### src/rtl/dmem_arbiter.sv
// Two-master arbiter for the cpu_mem data port: fixed m0 priority with a
// starvation counter that forces one m1 grant; single-cycle response pipeline.
package dmem_arbiter_pkg;
  typedef enum logic [1:0] {
    DT_BYTE = 2'd0,
    DT_HALF = 2'd1,
    DT_WORD = 2'd2
  } mem_dt_e;

  typedef enum logic [2:0] {
    ENONE  = 3'd0,
    EALIGN = 3'd1,
    EBUS   = 3'd2
  } errno_e;
endpackage

module dmem_arbiter
  import dmem_arbiter_pkg::*;
#(
  parameter int STARVE_LIMIT = 8,
  parameter int CNT_W        = 4
) (
  input  logic        clk,
  input  logic        rst,
  input  logic        m0_req,
  input  logic [31:0] m0_addr,
  input  logic        m0_we,
  input  logic [31:0] m0_wd,
  input  mem_dt_e     m0_dt,
  output logic        m0_gnt,
  output logic        m0_rvalid,
  output logic [31:0] m0_rd,
  output errno_e      m0_err,
  input  logic        m1_req,
  input  logic [31:0] m1_addr,
  input  logic        m1_we,
  input  logic [31:0] m1_wd,
  input  mem_dt_e     m1_dt,
  output logic        m1_gnt,
  output logic        m1_rvalid,
  output logic [31:0] m1_rd,
  output errno_e      m1_err,
  output logic        mem_en,
  output logic [31:0] mem_addr,
  output logic        mem_we,
  output logic [31:0] mem_wd,
  output mem_dt_e     mem_dt,
  input  logic [31:0] mem_rd,
  input  errno_e      mem_err
);

  localparam logic [CNT_W-1:0] LIMIT = CNT_W'(STARVE_LIMIT);

  typedef enum logic {
    IDLE = 1'b0,
    RESP = 1'b1
  } state_e;

  state_e           state_q, state_d;
  logic             owner_q, owner_d;
  logic             we_q, we_d;
  logic [CNT_W-1:0] starve_cnt_q, starve_cnt_d;
  logic             force_m1;
  logic             m0_win;
  logic             m1_win;
  logic             resp_live;

  // Arbitration and request mux; grants are held off while in reset.
  always_comb begin
    force_m1 = (STARVE_LIMIT != 0) && (starve_cnt_q == LIMIT);
    m1_win   = !rst && m1_req && (!m0_req || force_m1);
    m0_win   = !rst && m0_req && !m1_win;
    m0_gnt   = m0_win;
    m1_gnt   = m1_win;
    mem_en   = m0_win | m1_win;
    if (m1_win) begin
      mem_addr = m1_addr;
      mem_we   = m1_we;
      mem_wd   = m1_wd;
      mem_dt   = m1_dt;
    end else if (m0_win) begin
      mem_addr = m0_addr;
      mem_we   = m0_we;
      mem_wd   = m0_wd;
      mem_dt   = m0_dt;
    end else begin
      mem_addr = 32'h0;
      mem_we   = 1'b0;
      mem_wd   = 32'h0;
      mem_dt   = DT_WORD;
    end
  end

  // Next-state: starvation counter, response owner and pipeline state.
  always_comb begin
    starve_cnt_d = starve_cnt_q;
    if (m1_req && !m1_win) begin
      if (starve_cnt_q < LIMIT) begin
        starve_cnt_d = starve_cnt_q + CNT_W'(1);
      end else begin
        starve_cnt_d = starve_cnt_q;
      end
    end else begin
      starve_cnt_d = {CNT_W{1'b0}};
    end

    owner_d = m1_win;
    we_d    = mem_we;
    case (state_q)
      IDLE:    state_d = mem_en ? RESP : IDLE;
      RESP:    state_d = mem_en ? RESP : IDLE;
      default: state_d = IDLE;
    endcase
  end

  // State registers; reset drops any pending response.
  always_ff @(posedge clk) begin
    if (rst) begin
      state_q      <= IDLE;
      owner_q      <= 1'b0;
      we_q         <= 1'b0;
      starve_cnt_q <= {CNT_W{1'b0}};
    end else begin
      state_q      <= state_d;
      owner_q      <= owner_d;
      we_q         <= we_d;
      starve_cnt_q <= starve_cnt_d;
    end
  end

  // Response steering: only the owner of the pending access sees memory data.
  always_comb begin
    resp_live = (state_q == RESP) && !rst;
    m0_rvalid = resp_live && !owner_q;
    m1_rvalid = resp_live && owner_q;
    if (m0_rvalid) begin
      m0_rd  = we_q ? 32'h0 : mem_rd;
      m0_err = mem_err;
    end else begin
      m0_rd  = 32'h0;
      m0_err = ENONE;
    end
    if (m1_rvalid) begin
      m1_rd  = we_q ? 32'h0 : mem_rd;
      m1_err = mem_err;
    end else begin
      m1_rd  = 32'h0;
      m1_err = ENONE;
    end
  end

endmodule

### config.mk
export PLATFORM = sky130hd
export DESIGN_NAME = dmem_arbiter
export DESIGN_NICKNAME = d
export VERILOG_FILES = /design/src/rtl/dmem_arbiter.sv
export SDC_FILE = /design/constraint.sdc
export NUM_CORES = 1
export LEC_CHECK = 0
export CAP_MARGIN = 25
export CORE_AREA = 4 4 119 121
export DETAILED_ROUTE_END_ITERATION = 10
export DIE_AREA = 0 0 123 125
export PLACE_DENSITY_LB_ADDON = 0.25
export SETUP_SLACK_MARGIN = 0.02
export SYNTH_ARGS = -nofsm -noshare
export SYNTH_HDL_FRONTEND = slang
export SYNTH_SLANG_ARGS = --single-unit
### constraint.sdc
create_clock -name clk -period 2.4 [get_ports clk]
set_input_delay 0.36 -clock clk [delete_from_list [all_inputs] [get_ports clk]]
set_output_delay 0.36 -clock clk [all_outputs]
set_load 0.01 [all_outputs]
======== After elaboration in Yosys (flattened, before gate mapping) ========
Cells that the tools add are included.
storage, ports and cells
  flip-flop bits (word level) ............. 7
  bits in latches ......................... 0
  RAM bits ................................ 0
  bits in read-only memories .............. 0
  bits of input ports ..................... 173
  output and inout port bits .............. 142
  logic and storage cells ................. 37
  memories ................................ 0
cells by class
  add/subtract/negate cells ............... 1
  $mul .................................... 0
  div/mod/pow operators ................... 0
  magnitude comparators ................... 1
  equal/unequal tests ..................... 1
  shift-type cells ........................ 0
  mux-type cells .......................... 14
  bitwise logic cells ..................... 2
  reductions and logical operators ........ 14
operator list
  cell                                                count
  two-way mux 32 bit                                  7
  logical AND 1 bit                                   8
  two-way mux 3 bit                                   2
  adder 4 x 1 -> 4 bit (second input constant)        1
  == test 4 bit (second input constant)               1
  logical NOT 1 bit                                   4
  less-than comparator 4 bit (second input constant)  1
  two-way mux 2 bit                                   2
  two-way mux 1 bit                                   3
  OR reduction 2 bit                                  1
  logical OR 1 bit                                    1
  inverter 1 bit                                      1
  bitwise OR 1 bit                                    1

======== Depth between registers and ports, before layout ========
Gate-level depths: netlist (run 1).
  word-level depth ........................ 7
  depth in mapped cells ................... 8

======== Worst setup path after synthesis (run 1) ========
No wires, ideal clock.
  kind .................................... register to output
  start point ............................. register starve_cnt_q[0]
  end point ............................... output port mem_wd[10]
  arrival time ............................ 1.600 ns
  data required time ...................... 2.040 ns
  setup slack ............................. 0.440 ns
  cell stages (with the launch flop) ...... 9
  path buffers ............................ 3
  cell sequence ........................... dfxtp_1 inv_1 ha_1 and3b_4 o211a_1 buf_2 buf_6 buf_6 a22o_1
on the way
  longest elaborated chain between the ends .. 7
ends and longest elaborated chain
  what                    RTL line  source
  start, declared         62        logic [CNT_W-1:0] starve_cnt_q, starve_cnt_d;
  start signal, assigned  122       starve_cnt_q <= {CNT_W{1'b0}};
  start signal, assigned  127       starve_cnt_q <= starve_cnt_d;
  == test 4 bit (*)       70        force_m1 = (STARVE_LIMIT != 0) && (starve_cnt_q == LIMIT);
  logical OR 1 bit (*)    71        m1_win = !rst && m1_req && (!m0_req || force_m1);
  logical AND 1 bit (*)   71
  logical NOT 1 bit       72        m0_win = !rst && m0_req && !m1_win;
  logical AND 1 bit       72
  two-way mux 32 bit      81        end else if (m0_win) begin
  two-way mux 32 bit (*)  76        if (m1_win) begin
  end, declared           46        output logic [31:0] mem_wd,
Mark *: on every way between the ends. The rest lies on a longest branch, timed or not.

======== Worst setup path after layout (run 1) ========
  start point ............................. register starve_cnt_q[0]
  end point ............................... output port mem_addr[26]
on the way
  longest elaborated chain between the ends .. 7
ends and longest elaborated chain
  what                    RTL line  source
  == test 4 bit (*)       70
  logical OR 1 bit (*)    71
  logical AND 1 bit (*)   71
  logical NOT 1 bit       72
  logical AND 1 bit       72
  two-way mux 32 bit      81
  two-way mux 32 bit (*)  76
  end, declared           44        output logic [31:0] mem_addr,
Marked as above.

==> key figures, run 1 <==
Clock tree
  – Clock Path Buffers: 2
  – Hold Buf Count CTS: 0
  – Root Buffer: clkbuf_16
  – H-tree Lvls: 1
  – Clk Latency, worst-skew pair: 0.23 ns
  – Worst-path clk slew: 0.04 ns
  – Num Clock Sinks: 7
  – Num CTS Buffers: 3
  – TritonCTS clock tree: yes

Power and ir drop
  – PD cells: 217 nW/um^2
  – Max VDD drop: 0.146 mV
  – Leakage power: 3.25 nW

Synthesis
  – Synthesized cell area: 1520 um^2
  – Cells after synthesis: 235
  – Seq cells post-synth: 7
  – Avg Inst Size Synth: 6.45 um^2
  – Post-synthesis sequential area ratio: 9.25%
  – Warning count from the yosys run: 0
  – Synth unique cells: 20
  – Syn_nets: 410

Run
  – # Max-Cap Violations: 0

Route
  – Routed WL per cell: 16.7 um
  – Routed Antenna Nets: 0
  – Drt drc: 0
  – Initial DRC count: 67
  – Pre-antenna DRT Iters: 4
  – Routed Wire Length: 12100 um
  – Avg Vias per Cell: 4.06
  – Vias: 2938

Global route
  – Vias in the first global route: 3041
  – GR Util met3: 4.02%
  – Grt met1 use: 13.1%
  – Initial antenna violation count: 0
  – Largest net degree at the start of global routing: 37
  – Grt total ovfl: 0
  – GRT Overall Usage: 13.9%
  – M2 GR Usage: 28.4%
  – First-pass GRT wire length: 16600 um
  – GR peak layer: met2

Floorplanning
  – Die area: 15400 um^2
  – Std cell rows: 42
  – Die width: 123 um
  – IO Pins: 315
  – Die Y: 125 um
  – Initial Utilization: 11.6%
  – Core Region: 13100 um^2

Run status
  – Outcome: completed

STA
  – Fin crit period: 2.35 ns
  – WHS: 0.556 ns
  – Final period utilization: 97.8%
  – Fmax: 426 MHz
  – RSZ-0062 raised after global routing: yes
  – Count of final max-slew check failures: 0
  – Clk_skew: 0.00214 ns
  – Worst Tran Pin Value: 0.762 ns
  – Hold Violations, Final: 0
  – Final setup viols: 0
  – Slack of the critical path: 0.0523 ns
  – Max transition margin: 49.2%

Critical path
  – Worst Path Class, Setup: flip-flop to output port
  – Largest fanout on the critical path: 18
  – CP Capture Type: output port
  – Required @ worst endpoint: 2.04 ns
  – Crit path arrival time: 1.99 ns
  – CP Launch Type: flip-flop

Final layout
  – Ratio of cells with drive above 1 in the final layout: 8.58%
  – Inserted Diodes: 0
  – Fillers: 1337
  – Area growth, synth to finish: 239%
  – Final net count: 724
  – Non-Filler Instances: 724

Worst hold path
  – Hold/Removal Path Class: flip-flop to flip-flop

Placed design
  – I/O Buffers: 314
  – Placed Cells: 717
  – Gpl congestion: 0.798
  – Dpl hpwl: 10000 um
  – Worst slack, placed: -0.198 ns
cell families (layout without fill, tap and decap cells):
group,after synthesis,count (layout),share of synthesized area [%]
buffers and inverters,36,349,10.6
AO/OA/AOI/OAI,72,72,41.5
AND/OR/NAND/NOR,115,115,35.2
flip-flops,7,7,9.25
adder cells (fa/ha/maj),2,2,1.65
XOR/XNOR,2,2,1.16
multiplexers,1,1,0.661
critical path: stages (launching register included):
cell and delay [ns]:
dfxtp_1 0.32, inv_1 0.04, ha_1 0.19, and3b_4 0.20, o211a_4 0.31, buf_12 0.17, a22o_1 0.23, dlygate4sd2_1 0.28
registers in the layout, indices dropped and copies added, names as in the netlist:
| register | flops |
|---|---|
| starve_cnt_q | 4 |
| owner_q | 1 |
| state_q | 1 |
| we_q | 1 |
power by group:
group / leakage, nW / internal (mW) / switching, mW
clock: 0.0409 / 0.219 / 0.0694
sequential: 0.0578 / 0.121 / 0.00754
combinational: 3.15 / 0.451 / 0.247
cell type report:
class,instances,area [um^2],share of cell area [%]
timing repair buffer,333,3420,66.6
sequential,7,141,2.75
clock buffer,3,75.1,1.46
multi-input combinational,192,1230,24.0
tap,176,220,4.29
clock inverter,1,5.00,0.0975
inverter,12,45.0,0.877
repair_timing:
item	CTS	global route
resized for setup	69	124
setup endpoints to repair	70	136
gates cloned	1	2
setup buffers	0	0
pin swaps	0	0
routing by layer:
layer  up-vias  share of wire (%)
met5         -                  0
met4         0                1.8
met3        13                 11
met2       179                 55
met1      1294                 33
li1       1452                  -
synthesized netlist by cell type, drive strengths merged:
cell type | instances | area share (%)
a22o | 67 | 39
o211a | 2 | 1.3
clkbuf | 14 | 3.5
a31oi | 1 | 0.41
dfxtp | 7 | 9.2
a22oi | 1 | 0.50
nand3 | 2 | 0.66
or3b | 1 | 0.58
nand2b | 33 | 14
a21oi | 1 | 0.58
and3b | 1 | 0.83
xnor2 | 1 | 0.58
nor2 | 77 | 19
xor2 | 1 | 0.58
inv | 12 | 3.0
ha | 2 | 1.7
buf | 10 | 4.1
mux2i | 1 | 0.66
nor2b | 1 | 0.41
layout by cell type (no fill, tap or decap):
| master | instances |
|---|---|
| buf_16 | 1 |
| o211a_1 | 1 |
| clkinv_2 | 1 |
| dfxtp_1 | 6 |
| mux2i_1 | 1 |
| inv_1 | 11 |
| clkdlybuf4s15_1 | 20 |
| a22o_1 | 67 |
| xnor2_1 | 1 |
| nand3_1 | 2 |
| buf_12 | 4 |
| dlygate4sd2_1 | 30 |
| ha_1 | 2 |
| dlymetal6s2s_1 | 61 |
| buf_8 | 1 |
| a21oi_4 | 1 |
| buf_4 | 9 |
| buf_6 | 3 |
| a31oi_1 | 1 |
| nand2b_1 | 33 |
| dfxtp_2 | 1 |
| a22oi_1 | 1 |
| clkbuf_16 | 4 |
| o211a_4 | 1 |
| inv_2 | 1 |
| clkdlybuf4s50_1 | 185 |
| and3b_4 | 1 |
| nor2b_1 | 1 |
| clkbuf_2 | 18 |
| or3b_2 | 1 |
| xor2_1 | 1 |
| nor2_1 | 77 |
per-stage QoR:
step	util, %	setup TNS (ns)	power, mW	area [um^2]
final	39.2	0	1.11	5130
after global routing	39.2	-0.358	1.18	5130
after CTS	38.0	0	1.13	4980
after detailed placement	37.8	-9.75	0.874	4940
after global placement	37.8	-10.61	0.868	4940
after floorplan	-	0	0.343	1520
path summary, 6_finish.rpt:
| path | start | slack, ns | end | cells after the start |
|---|---|---|---|---|
| min | starve_cnt_q[2] | 0.56 | starve_cnt_q[3] | 2 |
| max | starve_cnt_q[0] | 0.05 | mem_addr[26] | 7 |
| max reg2reg | starve_cnt_q[0] | 0.84 | we_q | 6 |
| min reg2reg | starve_cnt_q[2] | 0.56 | starve_cnt_q[3] | 2 |
No activity file was read; power rests on OpenSTA's default activity.
==> inputs of run 2 (changes only) <==
- CORE_AREA: 4 4 119 121 -> 2 2 124 126
- DIE_AREA: 0 0 123 125 -> 0 0 126 128
==> run 2 against run 1 <==
  * Die area grew 4.9%
  * Via count grew 0.54%
  * Non-clock buffer count shrank 2
  * Core utilization shrank 5.3 points
  * Largest power group unchanged
  * Sequential share of layout area grew 0.072 points
  * Cell count grew 1.4%
==> key figures, run 2 (same netlist as run 1, synthesis figures left out) <==
Run status
  – Outcome: completed (unchanged)

Final layout
  – Register area: 143 um^2 (was 141 um^2)
  – Most common cell after layout, fill and taps aside: clkdlybuf4s50_1 (unchanged)
  – Fillers: 1567 (was 1337)
  – Final net count: 722 (was 724)
  – Max FFs per register: 4 (unchanged)
  – Area growth, synth to finish: 233% (was 239%)
  – Most frequent cells in the layout: clkdlybuf4s50_1 (203), nor2_1 (77), a22o_1 (67) (was clkdlybuf4s50_1 (185), nor2_1 (77), a22o_1 (67))
  – Ratio of cells with drive above 1 in the final layout: 11.4% (was 8.58%)
  – Reg with most FFs: starve_cnt_q (unchanged)
  – Multi-input logic area: 1250 um^2 (was 1230 um^2)
  – Non-Filler Instances: 734 (was 724)
  – Inserted Diodes: 0 (unchanged)

STA
  – RSZ-0062 raised after global routing: no (was yes)
  – Clk_skew: 0.000406 ns (was 0.00214 ns)
  – Final setup viols: 0 (unchanged)
  – Max transition margin: 71.4% (was 49.2%)
  – Count of final max-slew check failures: 0 (unchanged)
  – Hold Violations, Final: 0 (unchanged)
  – WHS: 0.413 ns (was 0.556 ns)
  – Fmax: 428 MHz (was 426 MHz)
  – Fin crit period: 2.33 ns (was 2.35 ns)
  – Worst Tran Pin Value: 0.429 ns (was 0.762 ns)
  – Final period utilization: 97.2% (was 97.8%)

Global route
  – M2 GR Usage: 25.0% (was 28.4%)
  – Vias in the first global route: 2823 (was 3041)
  – Largest net degree at the start of global routing: 37 (unchanged)
  – Grt met1 use: 14.5% (was 13.1%)
  – Initial antenna violation count: 0 (unchanged)
  – GR Util met3: 3.05% (was 4.02%)
  – First-pass GRT wire length: 16300 um (was 16600 um)
  – Grt total ovfl: 0 (unchanged)
  – GR peak layer: met2 (unchanged)
  – GRT Overall Usage: 12.9% (was 13.9%)

Floorplanning
  – Die Y: 128 um (was 125 um)
  – Die width: 126 um (was 123 um)
  – Die area: 16100 um^2 (was 15400 um^2)
  – Core Region: 14900 um^2 (was 13100 um^2)
  – Std cell rows: 45 (was 42)
  – Initial Utilization: 10.2% (was 11.6%)
  – IO Pins: 315 (unchanged)

Route
  – Vias: 2954 (was 2938)
  – Drt drc: 0 (unchanged)
  – Routed WL per cell: 16.7 um (about the same)
  – Routed Wire Length: 12200 um (was 12100 um)
  – Pre-antenna DRT Iters: 4 (unchanged)
  – Avg Vias per Cell: 4.02 (was 4.06)
  – Routed Antenna Nets: 0 (unchanged)
  – Initial DRC count: 48 (was 67)

Power and ir drop
  – Sw frac: 29.2% (was 29.0%)
  – Seq pwr share: 11.6% (was 11.5%)
  – Leakage power: 2.74 nW (was 3.25 nW)
  – Gate power share: 63.2% (was 62.6%)
  – Max VDD drop: 0.153 mV (was 0.146 mV)
  – Clk network pwr share: 25.3% (was 25.9%)
  – PD cells: 222 nW/um^2 (was 217 nW/um^2)
  – Internal Power: 794 uW (was 791 uW)
  – P_sw: 328 uW (was 323 uW)

Clock tree
  – TritonCTS clock tree: yes (unchanged)
  – Root Buffer: clkbuf_16 (unchanged)
  – H-tree Lvls: 1 (unchanged)
  – Num CTS Buffers: 3 (unchanged)
  – Num Clock Sinks: 7 (unchanged)
  – Clock Path Buffers: 2 (unchanged)
  – Worst-path clk slew: 0.04 ns (about the same)
  – Clk Latency, worst-skew pair: 0.23 ns (about the same)

Critical path
  – CP cell instances: inv_1, ha_1, and3b_4, o211a_4, buf_12, buf_16, a22o_1, buf_2 (was inv_1, ha_1, and3b_4, o211a_4, buf_12, a22o_1, dlygate4sd2_1)
  – Crit-path max cell delay: 0.32 ns (about the same)
  – Cell with the largest stage delay on the worst path: dfxtp_2 (was dfxtp_1)
  – Required @ worst endpoint: 2.04 ns (about the same)
  – CP Capture Type: output port (unchanged)
  – Crit path arrival time: 1.97 ns (was 1.99 ns)
  – Largest fanout on the critical path: 23 (was 18)
  – CP Launch Type: flip-flop (unchanged)
  – Worst Path Class, Setup: flip-flop to output port (unchanged)

Worst hold path
  – Hold/Removal Path Class: input pin to flip-flop (was flip-flop to flip-flop)

Placed design
  – Gpl congestion: 0.789 (was 0.798)
  – I/O Buffers: 314 (unchanged)
  – Dpl hpwl: 9700 um (was 10000 um)
  – Placed Cells: 724 (was 717)

Run
  – # Max-Cap Violations: 0 (unchanged)
-- run 2: changes by cell type in the layout (fill, tap and decap cells not counted), moves of 2 or more --
cell and change:
dlymetal6s2s_1 -29, clkdlybuf4s50_1 +18, clkbuf_2 +11, clkdlybuf4s15_1 -8, dlygate4sd2_1 +5, buf_4 -3, buf_12 +2, buf_2 +2
-- run 2: worst paths after layout --
kind,startpoint,to,slack (ns),cells after the start
worst max-delay path,starve_cnt_q[0],mem_wd[11],0.07,8
worst min-delay path,rst,state_q,0.41,2
worst max register to register,starve_cnt_q[0],we_q,0.70,7
worst min register to register,starve_cnt_q[2],starve_cnt_q[2],0.55,2
-- run 2: layout make-up --
| class | count | share of cell area (%) |
|---|---|---|
| timing repair buffer | 331 | 65.2 |
| inverter | 12 | 0.892 |
| multi-input combinational | 192 | 24.9 |
| tap | 188 | 4.66 |
| sequential | 7 | 2.83 |
| clock buffer | 4 | 1.56 |
-- run 2: critical path, delay by kind of cell, from the launching register on --
kind                     cells  cell delay [ns]
AO/OA/AOI/OAI                2             0.53
adder cells (fa/ha/maj)      1             0.20
buffers and inverters        4             0.49
flip-flops                   1             0.32
AND/OR/NAND/NOR              1             0.20
-- run 2: routing by layer --
metal | vias to the layer above | routed length [um]
li1 | 1451 | -
met1 | 1315 | 4540
met4 | 0 | 32
met2 | 184 | 6570
met3 | 4 | 1090
met5 | - | 0
-- run 2: timing repair --
item / in CTS / in global routing
hold buffers: 0 / 0
cloned: 2 / 2
buffers inserted: 2 / 1
endpoints found under the setup margin: 77 / 106
gates resized for setup: 111 / 93
pin swaps: 1 / 1
-- run 2: through the flow --
| step | utilization [%] | cell area (um^2) | worst slack (ns) | total power, mW | TNS (ns) |
|---|---|---|---|---|---|
| after floorplan | - | 1520 | 0.440 | 0.343 | 0 |
| after global placement | 33.1 | 4920 | -0.245 | 0.870 | -11.14 |
| after detailed placement | 33.1 | 4920 | -0.261 | 0.872 | -11.51 |
| after CTS | 33.8 | 5030 | -0.162 | 1.14 | -1.25 |
| after global routing | 34.0 | 5050 | 0.0335 | 1.18 | 0 |
| final | 34.0 | 5050 | 0.0660 | 1.12 | 0 |
-- run 2: power by group through the flow --
| stage | sequential [mW] | combinational (mW) | clock, mW |
|---|---|---|---|
| 3_5_place_dp | 0.131 | 0.741 | 0 |
| 5_1_grt | 0.131 | 0.755 | 0.294 |
| 6_report | 0.130 | 0.710 | 0.283 |
| 2_1_floorplan | 0.125 | 0.218 | 0 |
| 4_1_cts | 0.129 | 0.720 | 0.286 |
| 3_3_place_gp | 0.131 | 0.739 | 0 |
